`src/rtl/tmds_pkg.sv`:
```
// tmds_pkg: shared TMDS constants, pipeline stage record and control-token lookup
package tmds_pkg;
  localparam int POP_W = 4;
  localparam logic [9:0] CTRL_00 = 10'h354;
  localparam logic [9:0] CTRL_01 = 10'h0AB;
  localparam logic [9:0] CTRL_10 = 10'h154;
  localparam logic [9:0] CTRL_11 = 10'h2AB;
  localparam logic [9:0] GUARD_02 = 10'h2CC;
  localparam logic [9:0] GUARD_1 = 10'h133;
  typedef struct packed {
    logic de;
    logic [1:0] c;
    logic [8:0] qm;
    logic [POP_W-1:0] n1;
  } stage_t;
  function automatic logic [9:0] ctrl_token(input logic [1:0] c);
    return c == 2'b00 ? CTRL_00 : c == 2'b01 ? CTRL_01 : c == 2'b10 ? CTRL_10 : CTRL_11;
  endfunction
endpackage

```
`src/rtl/tmds_encoder_if.sv`:
```
// tmds_encoder_if: pixel-side inputs and the encoded 10-bit character
interface tmds_encoder_if;
  logic [7:0] in_data;
  logic in_de;
  logic [1:0] in_c;
  logic [9:0] out_tmds;
  modport master (output in_data, in_de, in_c, input out_tmds);
  modport slave (input in_data, in_de, in_c, output out_tmds);
endinterface

```
`src/rtl/tmds_qm.sv`:
```
// tmds_qm: stage-1 transition minimisation (XOR/XNOR chain) and popcount of q_m[7:0]
module tmds_qm
  import tmds_pkg::*;
(
  input  logic [7:0]       data,
  output logic [8:0]       qm,
  output logic [POP_W-1:0] n1
);
  logic [POP_W-1:0] nd;
  logic use_xnor;
  logic [7:0] chain;
  always_comb begin
    nd = POP_W'($countones(data));
    use_xnor = nd > 4 || (nd == 4 && !data[0]);
    chain = data;
    for (int i = 1; i < 8; i++) chain[i] = use_xnor ? ~(chain[i-1] ^ data[i]) : chain[i-1] ^ data[i];
    qm = {~use_xnor, chain};
    n1 = POP_W'($countones(chain));
  end
endmodule

```
`src/rtl/tmds_encoder.sv`:
```
// tmds_encoder: DVI TMDS lane encoder, latency 2; define TMDS_GUARD_BAND_EN for
// video guard-band insertion (two extra stages of lookahead, latency 4).
module tmds_encoder
  import tmds_pkg::*;
#(
  parameter int CHANNEL = 0
) (
  input logic clk,
  input logic rst,
  tmds_encoder_if.slave io
);
`ifdef TMDS_GUARD_BAND_EN
  localparam int DEPTH = 3;
`else
  localparam int DEPTH = 1;
`endif
  stage_t pipe [DEPTH];
  stage_t head;
  logic [8:0] qm;
  logic [POP_W-1:0] n1;
  logic signed [4:0] cnt, cnt_nx, diff;
  logic bal, flip;
  logic [9:0] tok;
  if (CHANNEL < 0 || CHANNEL > 2) begin : g_bad_channel
    $error("tmds_encoder: CHANNEL must be 0..2");
  end
  tmds_qm u_qm (.data(io.in_data), .qm(qm), .n1(n1));
  assign head = pipe[DEPTH-1];
  always_ff @(posedge clk) begin
    if (rst) begin
      for (int i = 0; i < DEPTH; i++) pipe[i] <= '0;
      cnt <= '0;
      io.out_tmds <= CTRL_00;
    end else begin
      pipe[0] <= '{de: io.in_de, c: io.in_c, qm: qm, n1: n1};
      for (int i = 1; i < DEPTH; i++) pipe[i] <= pipe[i-1];
      cnt <= cnt_nx;
      io.out_tmds <= tok;
    end
  end
  // diff = N1 - N0 of q_m[7:0]; 5-bit wraparound keeps n1=8 correct at +8
  always_comb begin
    diff = signed'({head.n1, 1'b0}) - 5'sd8;
    bal = cnt == 0 || diff == 0;
    flip = (cnt > 0 && diff > 0) || (cnt < 0 && diff < 0);
    tok = bal ? {~head.qm[8], head.qm[8], head.qm[8] ? head.qm[7:0] : ~head.qm[7:0]}
              : {flip, head.qm[8], flip ? ~head.qm[7:0] : head.qm[7:0]};
    cnt_nx = bal ? (head.qm[8] ? cnt + diff : cnt - diff)
           : flip ? cnt - diff + (head.qm[8] ? 5'sd2 : 5'sd0)
           : cnt + diff - (head.qm[8] ? 5'sd0 : 5'sd2);
    if (!head.de) begin
      tok = ctrl_token(head.c);
      cnt_nx = '0;
`ifdef TMDS_GUARD_BAND_EN
      if (pipe[1].de || pipe[0].de) tok = CHANNEL == 1 ? GUARD_1 : GUARD_02;
`endif
    end
  end
endmodule

```
`src/flat_wrapper.sv`:
```
// flat-port wrapper written by rule: the top's interface ports become plain ports
module tmds_encoder_flat import tmds_pkg::*;
#(
  parameter int CHANNEL = 0
)
  (clk, rst, io_in_data, io_in_de, io_in_c, io_out_tmds);
  tmds_encoder_if io_i ();
  input logic clk;
  input logic rst;
  input wire logic [$bits(io_i.in_data)-1:0] io_in_data;
  input wire logic [$bits(io_i.in_de)-1:0] io_in_de;
  input wire logic [$bits(io_i.in_c)-1:0] io_in_c;
  output wire logic [$bits(io_i.out_tmds)-1:0] io_out_tmds;
  assign io_i.in_data = io_in_data;
  assign io_i.in_de = io_in_de;
  assign io_i.in_c = io_in_c;
  assign io_out_tmds = io_i.out_tmds;
  tmds_encoder #(.CHANNEL(CHANNEL)) u_core (.clk(clk), .rst(rst), .io(io_i));
endmodule
```
`config.mk`:
```
export PLATFORM = sky130hd
export DESIGN_NAME = tmds_encoder_flat
export DESIGN_NICKNAME = d
export VERILOG_FILES = /design/src/rtl/tmds_pkg.sv /design/src/rtl/tmds_encoder_if.sv /design/src/rtl/tmds_qm.sv /design/src/rtl/tmds_encoder.sv /design/src/flat_wrapper.sv
export SDC_FILE = /design/constraint.sdc
export NUM_CORES = 1
export LEC_CHECK = 0
export ABC_AREA = 1
export CAP_MARGIN = 20
export CORE_MARGIN = 5
export CORE_UTILIZATION = 51
export DETAILED_ROUTE_END_ITERATION = 6
export PLACE_DENSITY = 0.73
export SYNTH_ARGS = -nofsm -noshare
export SYNTH_HDL_FRONTEND = slang
export SYNTH_SLANG_ARGS = --single-unit
```
`constraint.sdc`:
```
create_clock -name clk -period 6.15 [get_ports clk]
set_clock_uncertainty 0.15 [all_clocks]
set_input_delay 1.23 -clock clk [delete_from_list [all_inputs] [get_ports clk]]
set_output_delay 1.23 -clock clk [all_outputs]
set_load 0.02 [all_outputs]
```
Word-level counts from Yosys, hierarchy flattened

Memories as Yosys holds them, arrays and structs flattened.
Cells that the tools add are included.

Bits in writable memories: 16
Logic and storage cells: 84
Bits in latches: 0
Flip-flop bits (word level): 15
Bits of input ports: 13
Memory bits (read-only): 0
Output and inout port bits: 10
Memories: 1

Memories:

| name        | depth | width | read ports | clocked after memory_dff | write ports | line               | source |
|---|---|---|---|---|---|---|---|
| u_core.pipe | 1     | 16    | 1          | 0                        | 1           | tmds_encoder.sv:17 | `stage_t pipe [DEPTH];` |

Div/mod/pow operators: 0
Muxes and demuxes: 24
Equality and inequality tests: 3
Shift-type cells: 0
$add $sub $neg: 19
Order comparisons: 5
Multipliers: 0
Reduce and logical (&&, ||, !) cells: 12
Bitwise gates (word level): 18

Operators with widths:

| kind                  | number |
|---|---|
| $logic_not A32 Y1     | 2 |
| $mux W10              | 5 |
| $add A1 B1 Y2         | 8 |
| $mux W16              | 1 |
| $mux W8               | 2 |
| $reduce_or A16 Y1     | 1 |
| $mux W5               | 3 |
| $add A2 B2 Y3         | 4 |
| $mux W1               | 11 |
| $add A5 B5 Y5         | 2 |
| $gt A5 B1 Y1 const B  | 2 |
| $lt A5 B1 Y1 const B  | 2 |
| $not A1 Y1            | 10 |
| $sub A5 B5 Y5         | 2 |
| $not A8 Y8            | 1 |
| $xor A1 B1 Y1         | 7 |
| $sub A5 B5 Y5 const B | 1 |
| $add A3 B3 Y4         | 1 |
| $add A4 B3 Y4         | 1 |
| $eq A4 B3 Y1 const B  | 1 |
| $gt A4 B3 Y1 const B  | 1 |
| $mux W2               | 2 |
| $logic_and A1 B1 Y1   | 3 |
| $logic_or A1 B1 Y1    | 3 |
| other kinds (5)       | 5 |

Longest topological paths before layout

Gate-level depths: netlist (run 1).

Depth in word-level cells: 29
Depth in mapped cells: 25
Gate-level depth less buffers: 25

Cells and area by module

A second synthesis (run 1) with hierarchy kept.

Cell total of the unflattened synthesis: 295
Area total of the unflattened synthesis: 2174.6 um2

By module, submodules not included:

| module       | cells an instance | instances | seq. area each (um2) | area an instance (um2) |
|---|---|---|---|---|
| tmds_encoder | 222               | 1         | 600.6                | 1636.6 |
| tmds_qm      | 73                | 1         | 0.0                  | 538.0 |

Least setup slack after synthesis (run 1)

Ideal clock, no wire load.

Path type: input to register
Start point: input io_in_data[0]
End point: memory u_core.pipe[0][2] (netlist bit)
Stages on the path: 23
Path slack: -0.181 ns
Data required time: 5.881 ns
Arrival: 6.062 ns
Path buffers: 0
Setup time: 0.119 ns
Cells stage by stage: fa_1 ha_1 inv_1 fa_1 inv_1 fa_1 fa_1 nor2_1 nand2_1 nand2_1 nand2_1 xor2_1 fa_1 nand3_1 nand2_1 inv_1 ha_1 fa_1 ha_1 inv_1 fa_1 o21ai_0 a21oi_1

Cells in the longest elaborated chain, start to end: 29
Elaborated cells between the ends (all ways): 37
Classes of those cells: add/sub: 10; order compare: 1; eq/ne: 1; mux: 8; bitwise: 14; reduce/logical: 3

RTL lines:

| item                                                                   | line               | source |
|---|---|---|
| start: declaration                                                     | flat_wrapper.sv:10 | `input wire logic [$bits(io_i.in_data)-1:0] io_in_data;` |
| parallel branches: the longest is 12 deep, another holds $add A4 B3 Y4 | n/a                |  |
| $mux W1 *                                                              | tmds_qm.sv:16      | `for (int i = 1; i < 8; i++) chain[i] = use_xnor ? ~(chain[i-1] ^ data[i]) : chain[i-1] ^ data[i];` |
| via u_core.qm[3]                                                       | tmds_encoder.sv:19 | `logic [8:0] qm;` |
| $xor A1 B1 Y1                                                          | tmds_qm.sv:16      |  |
| $not A1 Y1                                                             | tmds_qm.sv:16      |  |
| $mux W1                                                                | tmds_qm.sv:16      |  |
| $xor A1 B1 Y1                                                          | tmds_qm.sv:16      |  |
| $not A1 Y1                                                             | tmds_qm.sv:16      |  |
| [... 3 more ...]                                                       | n/a                |  |
| $mux W1                                                                | tmds_qm.sv:16      |  |
| $xor A1 B1 Y1                                                          | tmds_qm.sv:16      |  |
| $not A1 Y1                                                             | tmds_qm.sv:16      |  |
| $mux W1                                                                | tmds_qm.sv:16      |  |
| $add A1 B1 Y2 (not written as such)                                    | tmds_qm.sv:18      | `n1 = POP_W'($countones(chain));` |
| $add A2 B2 Y3 (not written as such)                                    | tmds_qm.sv:18      |  |
| $add A3 B3 Y4 (not written as such) *                                  | tmds_qm.sv:18      |  |
| $mux W16 (no source line) *                                            | n/a                |  |
| end: declaration                                                       | tmds_encoder.sv:17 |  |

Mark *: on every way through the listed nets, which the timed path passes.

Worst setup path after layout (run 1)

Start point: input io_in_data[0]
End point: memory u_core.pipe[0][1] (netlist bit)

The elaborated chain is that of the path after synthesis.

==> results.md, run 1 <==
Status:
- The run finished, with violations left.
- The final reports fail on negative setup slack.

Placed design:
- The post-place instance area is 0.00255 mm^2.
- Port buffering added 22 buffers.
- The HPWL after detailed placement is 3400 um.
- Once placement completed, the tool counted placed cells totaling 368.
- The congestion estimate from routability-driven global placement came to 0.839.

Clocking:
- The number of buffers on the longest clock path is 2.
- The clock latency on the worst-skew pair is 0.28 ns.
- Buffers inserted to repair hold after CTS numbered 0.
- TritonCTS built the clock tree.
- The clock tree root buffer cell is clkbuf_8.
- CTS saw 30 sinks.
- The number of clock buffers inserted by TritonCTS is 5.
- The clock-pin slew of the registers on the worst-case setup and hold paths is 0.06 ns.
- The number of H-tree branching levels is 2.

Global route:
- The first-pass GRT wire length is 7330 um.
- The via count of the first global-routing pass came to 1770.
- The pin count of the biggest net entering global routing is 20.
- For this run, the total global-route usage over all layers was measured as 0.169.
- The total grt overflow is 0.
- The initial antenna violation count is 0.

Power and ir drop:
- The analysis attributes to cell leakage a power of 1.38 nW.
- In this run the power density over the cells is 461 mW/mm^2.
- Of the total power, the clock network draws 0.113.
- The internal power of the cells totals 698 uW.
- The worst IR drop on VDD is 0.244 mV.
- The net load switching power is 573 uW.
- The share of total power dissipated in sequential elements is 0.204.
- The fraction of power consumed by combinational cells is 0.682.
- The total power of the final layout is 1.27 mW.
- The switching part of the total power is 0.451.

Worst setup path:
- In this run the critical register-to-register path is captured at u_core.cnt[3].
- At the worst endpoint, the required time is 6.15 ns.
- The category of the worst setup path launch point is an input pin.
- The setup path with the least slack is of type in2reg.
- Along the worst path, the maximum fanout reaches 4.
- For this run, the slowest stage of the critical path takes 0.57 ns.
- The endpoint class of the critical path is a flop.
- The cell repeated most along the worst path is fa_1.
- Data arrives at the worst endpoint at 6.25 ns.
- The worst register-to-register path begins at u_core.pipe[0][0].
- The number of cells on the worst reg-to-reg path is 9.
- The cell type of the slowest stage on the worst timing path is fa_1.
- Setup slack on the worst reg-to-reg path comes out at 4.01 ns.
- Traced cell by cell, the critical path runs through buf_6 > fa_1 > ha_1 > inv_2 > fa_1 > inv_1 > fa_2 > fa_1 > nor2_1 > nand2_1 > nand2_2 > nand2_4 > xor2_4 > fa_1 > inv_1 > nand2_1 > nand2_1 > inv_2 > ha_4 > fa_1 > ha_2 > inv_2 > fa_2 > nor2_1.

Floorplanning:
- The core region area is 0.00409 mm^2.
- The y dimension of the die is 75.7 um.
- The starting utilization of the core area is 0.539.
- The count of boundary I/O pins is 23.
- The area of the die is 0.00573 mm^2.
- After floorplanning, the core was divided into 23 placement rows.
- In this run the horizontal extent of the chip is 75.7 um.

Yosys:
- The most used flip-flop cell after synthesis is dfxtp_1.
- The gate count of the mapped netlist is 288.
- The share of flip-flops with an asynchronous set or reset after synthesis is 0.
- By area the synthesized netlist is led by dfxtp_1 (27%), ha_1 (13%), nand2_1 (9.6%), inv_1 (9.2%), fa_1 (8.2%).
- The count of flip-flops with a built-in enable after synthesis is 0.
- The total of flip-flops plus latches after synthesis is 30.
- The fraction of the yosys area taken by sequential cells is 0.273.
- The synthesized design spends more area on one cell type than any other, namely dfxtp_1.
- In the synthesized netlist, the cells that appear most often are nand2_1 (56), inv_1 (54), nor2_1 (31), dfxtp_1 (30).
- The total nets after synthesis is 333.
- Among all cell types in the netlist, the one instantiated most often is nand2_1.
- The mean instance size in the synthesized netlist is 7.64 um^2.
- During synthesis, Yosys emitted a total of 0 warnings.
- The synthesized netlist contains 29 unique library cells.
- Of the post-synthesis cell area, the dominant cell type holds 0.273.
- The synthesized cell area is 0.00220 mm^2.

Timing:
- Setup repair after global routing could not meet its margin everywhere.
- The final worst-path cycle share is 1.02.
- The max-slew violation count is 0.
- The final hold slack is 0.361 ns.
- The number of failing setup endpoints in the final timing report is 3.
- Measured against its own limit, the worst slew margin works out to 0.510.
- The worst setup margin is -0.108 ns.
- At the pin with the least slew margin, the transition time is 0.733 ns.
- The upper clock frequency limit is 160 MHz.
- After layout, the minimum clock period comes to 6.26 ns.
- The number of hold violations in the final report was 0.
- The accumulated negative setup slack is -0.173 ns.

Routing:
- The detailed-route vias per instance is 4.94.
- The initial detailed-routing violation count is 109.
- The routed wire length is 4530 um.
- The number of detailed-route iterations in the first pass is 4.
- The routed layout has 1897 vias.
- The remaining antenna violation count is 0.
- For this run, design rule violations remaining after detail routing come to 0.
- The detailed-route wire length per cell is 11.8 um.

Min path:
- In this run the most critical hold path is launched from u_core.pipe[0][7].
- The worst hold path cell count is 3.
- The endpoint of the worst hold path is u_core.io.out_tmds[3].
- The min-delay analysis places its worst path in the category reg2reg.

Layout:
- The final instance area is 0.00276 mm^2.
- The final layout contains 379 nets.
- 0 antenna diodes ended up in the layout.
- Once layout is complete, the cells apart from fillers number 384.
- The layout-stage area growth over the synthesis result is 25.2%.
- The fraction of layout cells with a size suffix above 1 is 0.216.

Job:
- The max-capacitance violation count is 0.
## power by group through the flow
stage	Combinational (mW)	Clock, mW	Sequential (mW)
floorplan	0.543	0	0.270
global placement	0.687	0	0.263
detailed placement	0.710	0	0.265
CTS	0.790	0.146	0.260
global route	0.973	0.154	0.264
finish	0.867	0.144	0.260
## through the flow
stage               setup slack, ns   util
floorplan                   -0.0538      -
global placement             -0.602  0.623
detailed placement           -0.764  0.623
CTS                          -0.181  0.659
global route                 -0.292  0.674
finish                       -0.108  0.674
## how the worst max path moves through the flow
| stage | to | depth (start not counted) | slack, ns | startpoint |
|---|---|---|---|---|
| finish | u_core.pipe[0][1] | 24 | -0.11 | io_in_data[0] |
| global route | u_core.pipe[0][1] | 24 | -0.29 | io_in_data[0] |
| floorplan | u_core.pipe[0][2] | 23 | -0.05 | io_in_data[0] |
| detailed placement | u_core.pipe[0][2] | 24 | -0.76 | io_in_data[0] |
| global placement | u_core.pipe[0][2] | 24 | -0.60 | io_in_data[0] |
| CTS | u_core.pipe[0][1] | 23 | -0.18 | io_in_data[0] |
## worst max-delay path: cells and delay by family
| kind | cells | cell delay (ns) |
|---|---|---|
| xor+xnor | 1 | 0.18 |
| fa+ha+maj | 10 | 3.95 |
| buf+inv | 6 | 0.37 |
| simple gates | 7 | 0.53 |
## layer usage
layer / vias up / global-route usage / wire [um]
li1: 983 / - / -
met1: 865 / 0.199 / 1990
met2: 42 / 0.289 / 2280
met3: 7 / 0.0462 / 205
met4: 0 / 0.0699 / 61
met5: - / 0 / 0
## layout make-up
cell class	instances	area, um^2
clock buffers	7	76.3
fillers	326	1330
inverters	55	209
multi-input cells	199	1430
flip-flops and latches	30	601
well taps	50	62.6
repair buffers	43	375
## sequential cells by signal, summed over array words and instances, names as in the netlist
name	count
u_core.cnt	4
u_core.pipe	16
u_core.io.out_tmds	10
## timing repair
| item | 4_1_cts | 5_1_grt |
|---|---|---|
| setup buffers | 8 | 1 |
| gates resized for setup | 19 | 9 |
| pin swaps | 13 | 12 |
| setup endpoints to repair | 4 | 4 |
## layout by cell type (no fill, tap or decap), drive strengths merged
cell type,Yosys,layout
a21oi,8,8
a31oi,3,3
buf,2,24
clkbuf,2,7
clkdlybuf4s50,0,19
dfxtp,30,30
fa,9,9
ha,23,23
inv,55,55
nand2,65,65
nand3,34,34
nand3b,2,2
nor2,34,34
nor3,1,1
o211ai,1,1
o21ai,11,11
o31ai,1,1
or2,1,1
xnor2,1,1
xor2,5,5
## cell families after synthesis
family	count (synthesis)	share of synthesized area
adder cells (fa/ha/maj)	32	0.213
AO/OA/AOI/OAI	24	0.0705
flip-flops	30	0.273
buffers and inverters	59	0.113
AND/OR/NAND/NOR	137	0.307
XOR/XNOR	6	0.0239
(Power assumes the default switching activity.)
==> inputs of run 2 (changes only) <==
CTS_CLUSTER_DIAMETER = 100   (was not set)
SLEW_MARGIN = 10   (was not set)
==> results of run 2 <==
No change in the layout: final DEF, timing and power equal those of run 1.
